===== src/rtl/vga_sync_decoder.sv =====
// rtl/vga_sync_decoder.sv - recovers raster position, line/frame measurements and lock from sync inputs
module vga_sync_decoder #(
    parameter int H_ACTIVE    = 640,
    parameter int H_TOTAL     = 800,
    parameter int HSYNC_POS   = 656,
    parameter int V_ACTIVE    = 480,
    parameter int V_TOTAL     = 524,
    parameter int VSYNC_POS   = 491,
    parameter int LOCK_FRAMES = 2
) (
    input  logic       vclock,
    input  logic       reset_n,
    input  logic       hsync_in,
    input  logic       vsync_in,
    input  logic       blank_in,
    output logic [9:0] hcount,
    output logic [9:0] vcount,
    output logic       pixel_valid,
    output logic       frame_start,
    output logic       locked,
    output logic       sync_err,
    output logic [9:0] line_len,
    output logic [9:0] frame_lines
);
    typedef enum logic [1:0] {
        SEARCH = 2'd0,
        VERIFY = 2'd1,
        LOCKED = 2'd2
    } state_t;

    localparam logic [9:0] CNT_MAX = 10'h3ff;
    localparam logic [9:0] H_LAST  = 10'(H_TOTAL - 1);
    localparam logic [9:0] V_LAST  = 10'(V_TOTAL - 1);
    localparam logic [9:0] H_ACT   = 10'(H_ACTIVE);
    localparam logic [9:0] V_ACT   = 10'(V_ACTIVE);
    localparam logic [9:0] HS_POS  = 10'(HSYNC_POS);
    localparam logic [9:0] VS_POS  = 10'(VSYNC_POS);
    localparam logic [9:0] LOCK_N  = 10'(LOCK_FRAMES);

    state_t     state_q;
    logic       hs_prev_q, vs_prev_q, hs_seen_q, vs_seen_q;
    logic [9:0] h_q, v_q, good_q, cyc_q, line_cnt_q, line_len_q, frame_lines_q;
    logic       pixel_valid_q, frame_start_q, locked_q, sync_err_q;

    logic       hs_fall, vs_fall, hs_pred, vs_pred;
    logic       edge_err, blank_err, active_d, lock_d;
    logic [9:0] h_free, v_free, h_d, v_d, good_inc;

    always_comb begin
        hs_fall = hs_prev_q & ~hsync_in;
        vs_fall = vs_prev_q & ~vsync_in;
        if (h_q == H_LAST) begin
            h_free = 10'd0;
            v_free = (v_q == V_LAST) ? 10'd0 : v_q + 10'd1;
        end else begin
            h_free = h_q + 10'd1;
            v_free = v_q;
        end
        hs_pred = (h_free == HS_POS);
        vs_pred = (h_free == 10'd0) && (v_free == VS_POS);
        // vsync realigns both axes, so it wins over a coincident hsync fall
        h_d       = vs_fall ? 10'd0 : (hs_fall ? HS_POS : h_free);
        v_d       = vs_fall ? VS_POS : v_free;
        active_d  = (h_d < H_ACT) && (v_d < V_ACT);
        edge_err  = (hs_fall != hs_pred) || (vs_fall != vs_pred);
        blank_err = (blank_in != !active_d);
        good_inc  = (good_q == CNT_MAX) ? good_q : good_q + 10'd1;
        case (state_q)
            VERIFY:  lock_d = !edge_err && vs_fall && (good_inc >= LOCK_N);
            LOCKED:  lock_d = !(edge_err || blank_err);
            default: lock_d = 1'b0;
        endcase
    end

    always_ff @(posedge vclock or negedge reset_n) begin
        if (!reset_n) begin
            state_q       <= SEARCH;
            hs_prev_q     <= 1'b1;
            vs_prev_q     <= 1'b1;
            hs_seen_q     <= 1'b0;
            vs_seen_q     <= 1'b0;
            h_q           <= 10'd0;
            v_q           <= 10'd0;
            good_q        <= 10'd0;
            cyc_q         <= 10'd0;
            line_cnt_q    <= 10'd0;
            line_len_q    <= 10'd0;
            frame_lines_q <= 10'd0;
            pixel_valid_q <= 1'b0;
            frame_start_q <= 1'b0;
            locked_q      <= 1'b0;
            sync_err_q    <= 1'b0;
        end else begin
            hs_prev_q     <= hsync_in;
            vs_prev_q     <= vsync_in;
            h_q           <= h_d;
            v_q           <= v_d;
            locked_q      <= lock_d;
            pixel_valid_q <= lock_d && active_d;
            frame_start_q <= lock_d && (h_d == 10'd0) && (v_d == 10'd0);
            sync_err_q    <= 1'b0;

            case (state_q)
                SEARCH: begin
                    if (vs_fall) begin
                        state_q <= VERIFY;
                        good_q  <= 10'd0;
                    end
                end
                VERIFY: begin
                    if (edge_err) begin
                        sync_err_q <= 1'b1;
                        state_q    <= SEARCH;
                    end else if (vs_fall) begin
                        good_q <= good_inc;
                        if (lock_d) begin
                            state_q <= LOCKED;
                        end
                    end
                end
                LOCKED: begin
                    if (!lock_d) begin
                        sync_err_q <= 1'b1;
                        state_q    <= VERIFY;
                        good_q     <= 10'd0;
                    end
                end
                default: state_q <= SEARCH;
            endcase

            // the first edge after reset has no predecessor, so it reports 0
            if (hs_fall) begin
                cyc_q      <= 10'd1;
                line_len_q <= hs_seen_q ? cyc_q : 10'd0;
                hs_seen_q  <= 1'b1;
            end else if (cyc_q != CNT_MAX) begin
                cyc_q <= cyc_q + 10'd1;
            end

            if (vs_fall) begin
                frame_lines_q <= vs_seen_q ? line_cnt_q : 10'd0;
                vs_seen_q     <= 1'b1;
                line_cnt_q    <= {9'd0, hs_fall};
            end else if (hs_fall && (line_cnt_q != CNT_MAX)) begin
                line_cnt_q <= line_cnt_q + 10'd1;
            end
        end
    end

    assign hcount      = h_q;
    assign vcount      = v_q;
    assign pixel_valid = pixel_valid_q;
    assign frame_start = frame_start_q;
    assign locked      = locked_q;
    assign sync_err    = sync_err_q;
    assign line_len    = line_len_q;
    assign frame_lines = frame_lines_q;
endmodule


===== config.mk =====
export PLATFORM = sky130hd
export DESIGN_NAME = vga_sync_decoder
export DESIGN_NICKNAME = d
export VERILOG_FILES = /design/src/rtl/vga_sync_decoder.sv
export SDC_FILE = /design/constraint.sdc
export NUM_CORES = 1
export LEC_CHECK = 0
export ABC_AREA = 1
export ABC_CLOCK_PERIOD_IN_PS = 6050
export CORE_UTILIZATION = 61
export DETAILED_ROUTE_END_ITERATION = 10
export PLACE_DENSITY = 0.89
export SLEW_MARGIN = 5
export SYNTH_ARGS = -nofsm -noshare
export SYNTH_HDL_FRONTEND = slang
export SYNTH_SLANG_ARGS = --single-unit

===== constraint.sdc =====
create_clock -name vclock -period 6.05 [get_ports vclock]
set_input_delay 1.21 -clock vclock [delete_from_list [all_inputs] [get_ports vclock]]
set_output_delay 1.21 -clock vclock [all_outputs]
set_load 0.01 [all_outputs]

==> impl_metrics.ini, run 1 <==
[outcome]
outcome = finished, final reports clean

[pwr]
p_sw_w = 0.000499
power_frac_seq = 0.452
power_density_nw_per_um2 = 269
internal_power_w = 0.000933
leakage_nw = 2.67
p_comb_frac = 0.272
ir_drop_mv = 0.177
switching_share = 0.348
clock_power_share = 0.275

[synthesis]
ys_types = 44
synthTopCellsByArea = dfrtp_1, nand2_1, inv_1, nand3_1, nor2_1
synth.avg_cell_area_um2 = 7.34
yosysSeqAreaShare = 0.436
synth-seq-cells = 80
synthTopCellsByCount = nand2_1, inv_1, dfrtp_1
syn_inst = 626
yosys.area.top_type = dfrtp_1
yosys_warnings = 0
synth_edf_count = 0
synth_nets = 641
async_flop_share = 1.00
ys.flop_type = dfrtp_1
synth_area_um2 = 4600
synth_most_common_cell = nand2_1
synth_top_area_frac = 0.425

[drt]
wl_mm = 11.3
vias = 4480
wl_met1_mm = 4.68
top_layer = met4
viasPerCell = 5.78
final_antenna_net_count = 0
drt-pass1-iter-count = 7
drtIter0Drc = 405
wl_met2_mm = 5.62
route.detailed.drc = 0
wire_per_inst_um = 14.5
dr_wl_met3_um = 637

[place]
io_buffers = 48
routabilityCongestion = 0.888
hpwlAfterDp_mm = 8.01
dpl_worst_slack_ns = 1.51

[critical_path]
timing.rr.start = vs_prev_q$_DFF_PN1_
r2r_cells = 18
cp_slowest_stage_delay_ns = 0.73
ff2ff_setup_slack_ns = 2.70
critical_path_class = primary input to flop
cp_max_fo = 33
crit_top_cell = nand2_1
arrival_ns = 4.55
cpMaxStageDelayCell = inv_1
cp.required_ns = 6.34
critical-path-top-delay-family = simple AND/OR/NAND/NOR gates
reg2reg_to = good_q[3]$_DFFE_PN0P_
cp.buffers_inverters = 4
path_cells = clkdlybuf4s50_1 -> nor2_1 -> buf_4 -> inv_1 -> nand2_1 -> inv_1 -> nand2_1 -> nand2_1 -> nand2_1 -> nand3_1 -> nand2_1 -> nand2_1 -> nand3_1 -> nand2_2 -> nand3_4 -> nand3_2 -> nand2_1 -> nand2_1
critPathCaptureType = flop
setup.worst_path.start_class = primary input

[clocking]
cts_buffer_depth = 2
numCtsBuffers = 9
h-tree-depth = 3
clk_latency_ns = 0.35
cts_root_buffer = clkbuf_8
tritoncts = built
ctsHoldBuffers = 0
cts-resized-gates = 0
clk_pin_slew_ns = 0.08
clock-sinks = 80
post_cts_buffers = 0

[final_layout]
nNetsFinal = 686
n_fill_cell = 554
area_delta_synth_final_pct = 15.9
regArea_um2 = 2000
layout-drive-gt1-share = 0.0754
num_antenna_cells = 0
multi_input_area_um2 = 2200

[floorplanning]
die_w_um = 88.8
die_area_um2 = 7890
die_h_um = 88.8
rows = 31
io_pins = 49
start_util = 0.634
coreArea_um2 = 7250

[grt]
grt_pass1_vias = 4229
grt_overflow = 0
grt_max_degree = 81
gr-usage-all-layers = 0.311
antenna_found_initial = 0
grt_pass1_wl_mm = 18.7

[sta]
finalCritPeriodShare = 0.705
drv_slew = 0
clock.fmax_mhz = 235
fin_crit_ns = 4.26
finClkSkew_ns = 0.00679
rsz0062_at_grt = no
fin_tns_setup_ns = 0
fin_ws_ns = 1.79
worst_pin_slew_ns = 0.989
finalSetupViolations = 0
slew_headroom = 0.340
hold_violations = 0

[worst_hold_path]
hold_path_class = flop to flop
holdPathStages = 2
whs_endpoint = frame_lines[9]$_DFFE_PN0P_
hold_start = frame_lines[9]$_DFFE_PN0P_

[job]
maxCapViolCount = 0
state kept, by name (all words and copies together), names as in the netlist:
| signal | cells |
|---|---|
| frame_lines | 10 |
| locked | 1 |
| vcount | 10 |
| hs_seen_q | 1 |
| cyc_q | 10 |
| sync_err | 1 |
| pixel_valid | 1 |
| frame_start | 1 |
| state_q | 2 |
| line_len | 10 |
| vs_seen_q | 1 |
| good_q | 10 |
| line_cnt_q | 10 |
| hs_prev_q | 1 |
| hcount | 10 |
| vs_prev_q | 1 |
routing by layer:
metal | global-route usage | vias to the layer above
met5 | 0 | -
met4 | 0.139 | 0
met3 | 0.0616 | 34
met2 | 0.522 | 201
met1 | 0.390 | 2126
li1 | - | 2119
logic make-up (layout without fill, tap and decap cells):
logic type / Yosys count / count (layout) / synth area share
AND/OR/NAND/NOR: 366 / 366 / 0.360
buffers and inverters: 99 / 149 / 0.0852
adder cells (fa/ha/maj): 10 / 10 / 0.0272
XOR/XNOR: 6 / 6 / 0.0114
flip-flops: 80 / 80 / 0.436
AO/OA/AOI/OAI: 65 / 65 / 0.0797
through the flow:
stage                     utilization  instance area, µm²  power [W]  hold WS [ns]  instances
after floorplan                     -                4600   0.000907         0.438        626
final                           0.735                5330    0.00143         0.489        775
after global placement          0.707                5130    0.00101         0.471        759
after detailed placement        0.707                5130    0.00103         0.470        759
after global routing            0.735                5330    0.00151         0.514        775
after CTS                       0.735                5330    0.00143         0.490        775
power groups by stage:
stage                     registers [W]  logic, W  clock network [W]
after global placement         0.000653  0.000357                  0
after CTS                      0.000647  0.000381           0.000400
after global routing           0.000658  0.000431           0.000419
after floorplan                0.000654  0.000253                  0
after detailed placement       0.000656  0.000377                  0
final                          0.000648  0.000390           0.000394
final cells by class:
type                       count  share of cell area
timing repair buffer          49              0.0911
multi-input combinational    447               0.413
sequential                    80               0.376
inverter                      84              0.0592
clock buffer                  11              0.0265
clock inverter                 5              0.0106
tap                           99              0.0233
worst reg2reg max path, stage by stage (launching register included):
cell and delay, ns:
dfstp_2 0.52, inv_1 0.03, nor2_1 0.09, buf_4 0.26, inv_1 0.48, nand2_1 0.45, inv_1 0.12, nand2_1 0.11
nand2_1 0.08, nand2_1 0.10, nand3_1 0.11, nand2_1 0.09, nand2_1 0.05, nand3_1 0.09, nand2_2 0.09, nand3_4 0.15
nand3_2 0.23, nand2_1 0.13, nand2_1 0.07
placed cells by master (no fill, tap or decap), types with 2 or more instances in the layout:
| cell | count |
|---|---|
| a211oi_1 | 2 |
| a21oi_1 | 16 |
| a31oi_1 | 2 |
| and3_1 | 2 |
| buf_4 | 2 |
| clkbuf_8 | 10 |
| clkdlybuf4s50_1 | 47 |
| clkinv_2 | 2 |
| dfrtp_1 | 78 |
| dfstp_2 | 2 |
| ha_1 | 10 |
| inv_1 | 80 |
| inv_2 | 4 |
| nand2_1 | 188 |
| nand2_2 | 3 |
| nand3_1 | 52 |
| nand3_2 | 4 |
| nand4_1 | 24 |
| nor2_1 | 58 |
| nor2_2 | 9 |
| nor3_1 | 11 |
| nor4_1 | 3 |
| o21ai_0 | 34 |
| o21ai_2 | 2 |
| o31ai_1 | 2 |
| or2_2 | 4 |
| xnor2_1 | 4 |
| xor2_1 | 2 |
how the worst max path moves through the flow:
stage / cells past startpoint / to / startpoint / slack [ns]
after floorplan: 15 / good_q[0]$_DFFE_PN0P_ / hsync_in / 3.24
after global placement: 18 / good_q[6]$_DFFE_PN0P_ / vsync_in / 1.71
after detailed placement: 18 / good_q[3]$_DFFE_PN0P_ / vsync_in / 1.51
after CTS: 18 / good_q[3]$_DFFE_PN0P_ / vsync_in / 1.87
after global routing: 18 / good_q[8]$_DFFE_PN0P_ / vsync_in / 1.50
final: 18 / good_q[3]$_DFFE_PN0P_ / vsync_in / 1.79
Note: power is estimated with default switching activity, not from simulation.
==> run 2: changes to the inputs <==
Settings changed: ABC_CLOCK_PERIOD_IN_PS 6050 to 3750, CORE_UTILIZATION 61 to 52, PLACE_DENSITY 0.89 to 0.81.
Clock period 6.05 ns to 3.75 ns, I/O delays scaled along.
==> run 2 against run 1 <==
  * Via count down 4.6%
  * Critical path depth is the same
  * Utilization decreased by 9.5 points
  * Power grew 56%
  * Sequential share of layout area decreased by 0.22 points
  * Critical path type is now flop to flop
  * First-iteration DRC count decreased by 39%
==> impl_metrics.ini, run 2 (synthesis gave the netlist of run 1 again) <==
[outcome]
outcome = finished, final reports clean

[critical_path]
timing.rr.start = hcount[0]$_DFF_PN0_
cp.buffers_inverters = 2
cp.required_ns = 3.98
cp_max_fo = 13
critical_path_class = flop to flop
crit_top_cell = nand2_1
setup.worst_path.start_class = flop
cp_slowest_stage_delay_ns = 0.41
cpMaxStageDelayCell = dfrtp_1
crit_start = hcount[0]$_DFF_PN0_
critical-path-top-delay-family = simple AND/OR/NAND/NOR gates
critPathCaptureType = flop
path_cells = ha_1 -> nand2_1 -> nor2_4 -> nand4_4 -> inv_2 -> nand3_1 -> nand2_1 -> nand2_1 -> and2b_1 -> nand2_1 -> o21ai_2 -> nand3_2 -> nand2_1 -> and3_1 -> buf_4 -> nand3_2 -> nand2_1 -> nand2_1
arrival_ns = 3.31

[final_layout]
nNetsFinal = 692
layout-drive-gt1-share = 0.0821
area_delta_synth_final_pct = 16.6
layout.cells.non_filler = 787
final_core_util = 0.639
num_antenna_cells = 0
final_common_cell = nand2_1
fin_area_um2 = 5360
regArea_um2 = 2000
layout_common_cells = nand2_1, inv_1, dfrtp_1
multi_input_area_um2 = 2200
n_fill_cell = 719

[sta]
finalCritPeriodShare = 0.822
drv_slew = 0
finalSetupViolations = 0
fin_tns_setup_ns = 0
slew_headroom = 0.340
rsz0062_at_grt = no
hold_violations = 0
timing.hold.ws_ns = 0.489
finClkSkew_ns = 0.00763
fin_crit_ns = 3.08
clock.fmax_mhz = 324
worst_pin_slew_ns = 0.989

[floorplanning]
die_w_um = 96.0
die_area_um2 = 9220
rows = 33
die_h_um = 96.0
start_util = 0.548
io_pins = 49
coreArea_um2 = 8380

[clocking]
cts_buffer_depth = 2
tritoncts = built
h-tree-depth = 3
cts_root_buffer = clkbuf_8
clock-sinks = 80
ctsHoldBuffers = 0
numCtsBuffers = 9
clk_pin_slew_ns = 0.08
cts-resized-gates = 0
clk_latency_ns = 0.34
post_cts_buffers = 0

[pwr]
p_comb_frac = 0.280
switching_share = 0.344
power_frac_seq = 0.465
leakage_nw = 2.69
p_sw_w = 0.000770
internal_power_w = 0.00147
power_density_nw_per_um2 = 418
ir_drop_mv = 0.225
clock_power_share = 0.255

[worst_hold_path]
hold_start = frame_lines[5]$_DFFE_PN0P_
hold_path_class = flop to flop

[grt]
grt_overflow = 0
grt_pass1_vias = 3974
grt_pass1_wl_mm = 17.5
antenna_found_initial = 0
grt_max_degree = 81
gr-usage-all-layers = 0.244

[drt]
wire_per_inst_um = 13.2
wl_mm = 10.4
drtIter0Drc = 246
route.detailed.drc = 0
viasPerCell = 5.43
vias = 4275
final_antenna_net_count = 0
drt-pass1-iter-count = 5

[place]
postPlaceCellArea_um2 = 5180
io_buffers = 48
routabilityCongestion = 0.888
placed_cells = 771
hpwlAfterDp_mm = 7.67

[job]
maxCapViolCount = 0
run 2: cell count changes in the layout (fill, tap and decap cells not counted), sizes merged:
cell / change
buf: +6
bufinv: -1
clkbuf: +2
clkinv: -1
run 2: worst reg2reg max path: cells and delay by family (launching register included):
family,cells,cell delay [ns]
adders and majority gates,1,0.22
and+or+nand+nor,14,1.82
AOI/OAI and AO/OA,1,0.13
DFF,1,0.41
buffers and inverters,2,0.37
run 2: power by group through the flow:
stage	Sequential [W]	Combinational [W]	Clock (W)
floorplan	0.00105	0.000408	0
global placement	0.00105	0.000595	0
detailed placement	0.00106	0.000621	0
CTS	0.00104	0.000626	0.000582
global route	0.00106	0.000705	0.000626
finish	0.00104	0.000627	0.000571
run 2: cell type report:
type,count,share of cell area
Multi-Input combinational cell,447,0.411
Sequential cell,80,0.374
Timing Repair Buffer,55,0.0990
Inverter,84,0.0588
Clock buffer,13,0.0297
Tap cell,105,0.0245
Clock inverter,3,0.00327
run 2: worst paths after layout:
check                                              to  slack, ns  cells after the start
max                             good_q[6]$_DFFE_PN0P_       0.67                     18
max in group asynchronous       good_q[1]$_DFFE_PN0P_       2.54                      1
min reg2reg                frame_lines[5]$_DFFE_PN0P_       0.49                      2
min in group asynchronous     line_len[9]$_DFFE_PN0P_       0.54                      1
max reg2reg                     good_q[6]$_DFFE_PN0P_       0.67                     18
min                        frame_lines[5]$_DFFE_PN0P_       0.49                      2
run 2: per-layer routing:
| metal | global-route usage | share of wire | vias up |
|---|---|---|---|
| met4 | 0.0833 | 0.019 | 0 |
| met3 | 0.0466 | 0.049 | 18 |
| met1 | 0.315 | 0.44 | 1997 |
| met5 | 0 | 0 | - |
| li1 | - | - | 2126 |
| met2 | 0.409 | 0.49 | 134 |
run 2: stage by stage:
stage	worst slack [ns]	total power, W
floorplan	1.36	0.00146
global placement	0.743	0.00165
detailed placement	0.599	0.00168
CTS	0.679	0.00225
global route	0.362	0.00239
finish	0.668	0.00224
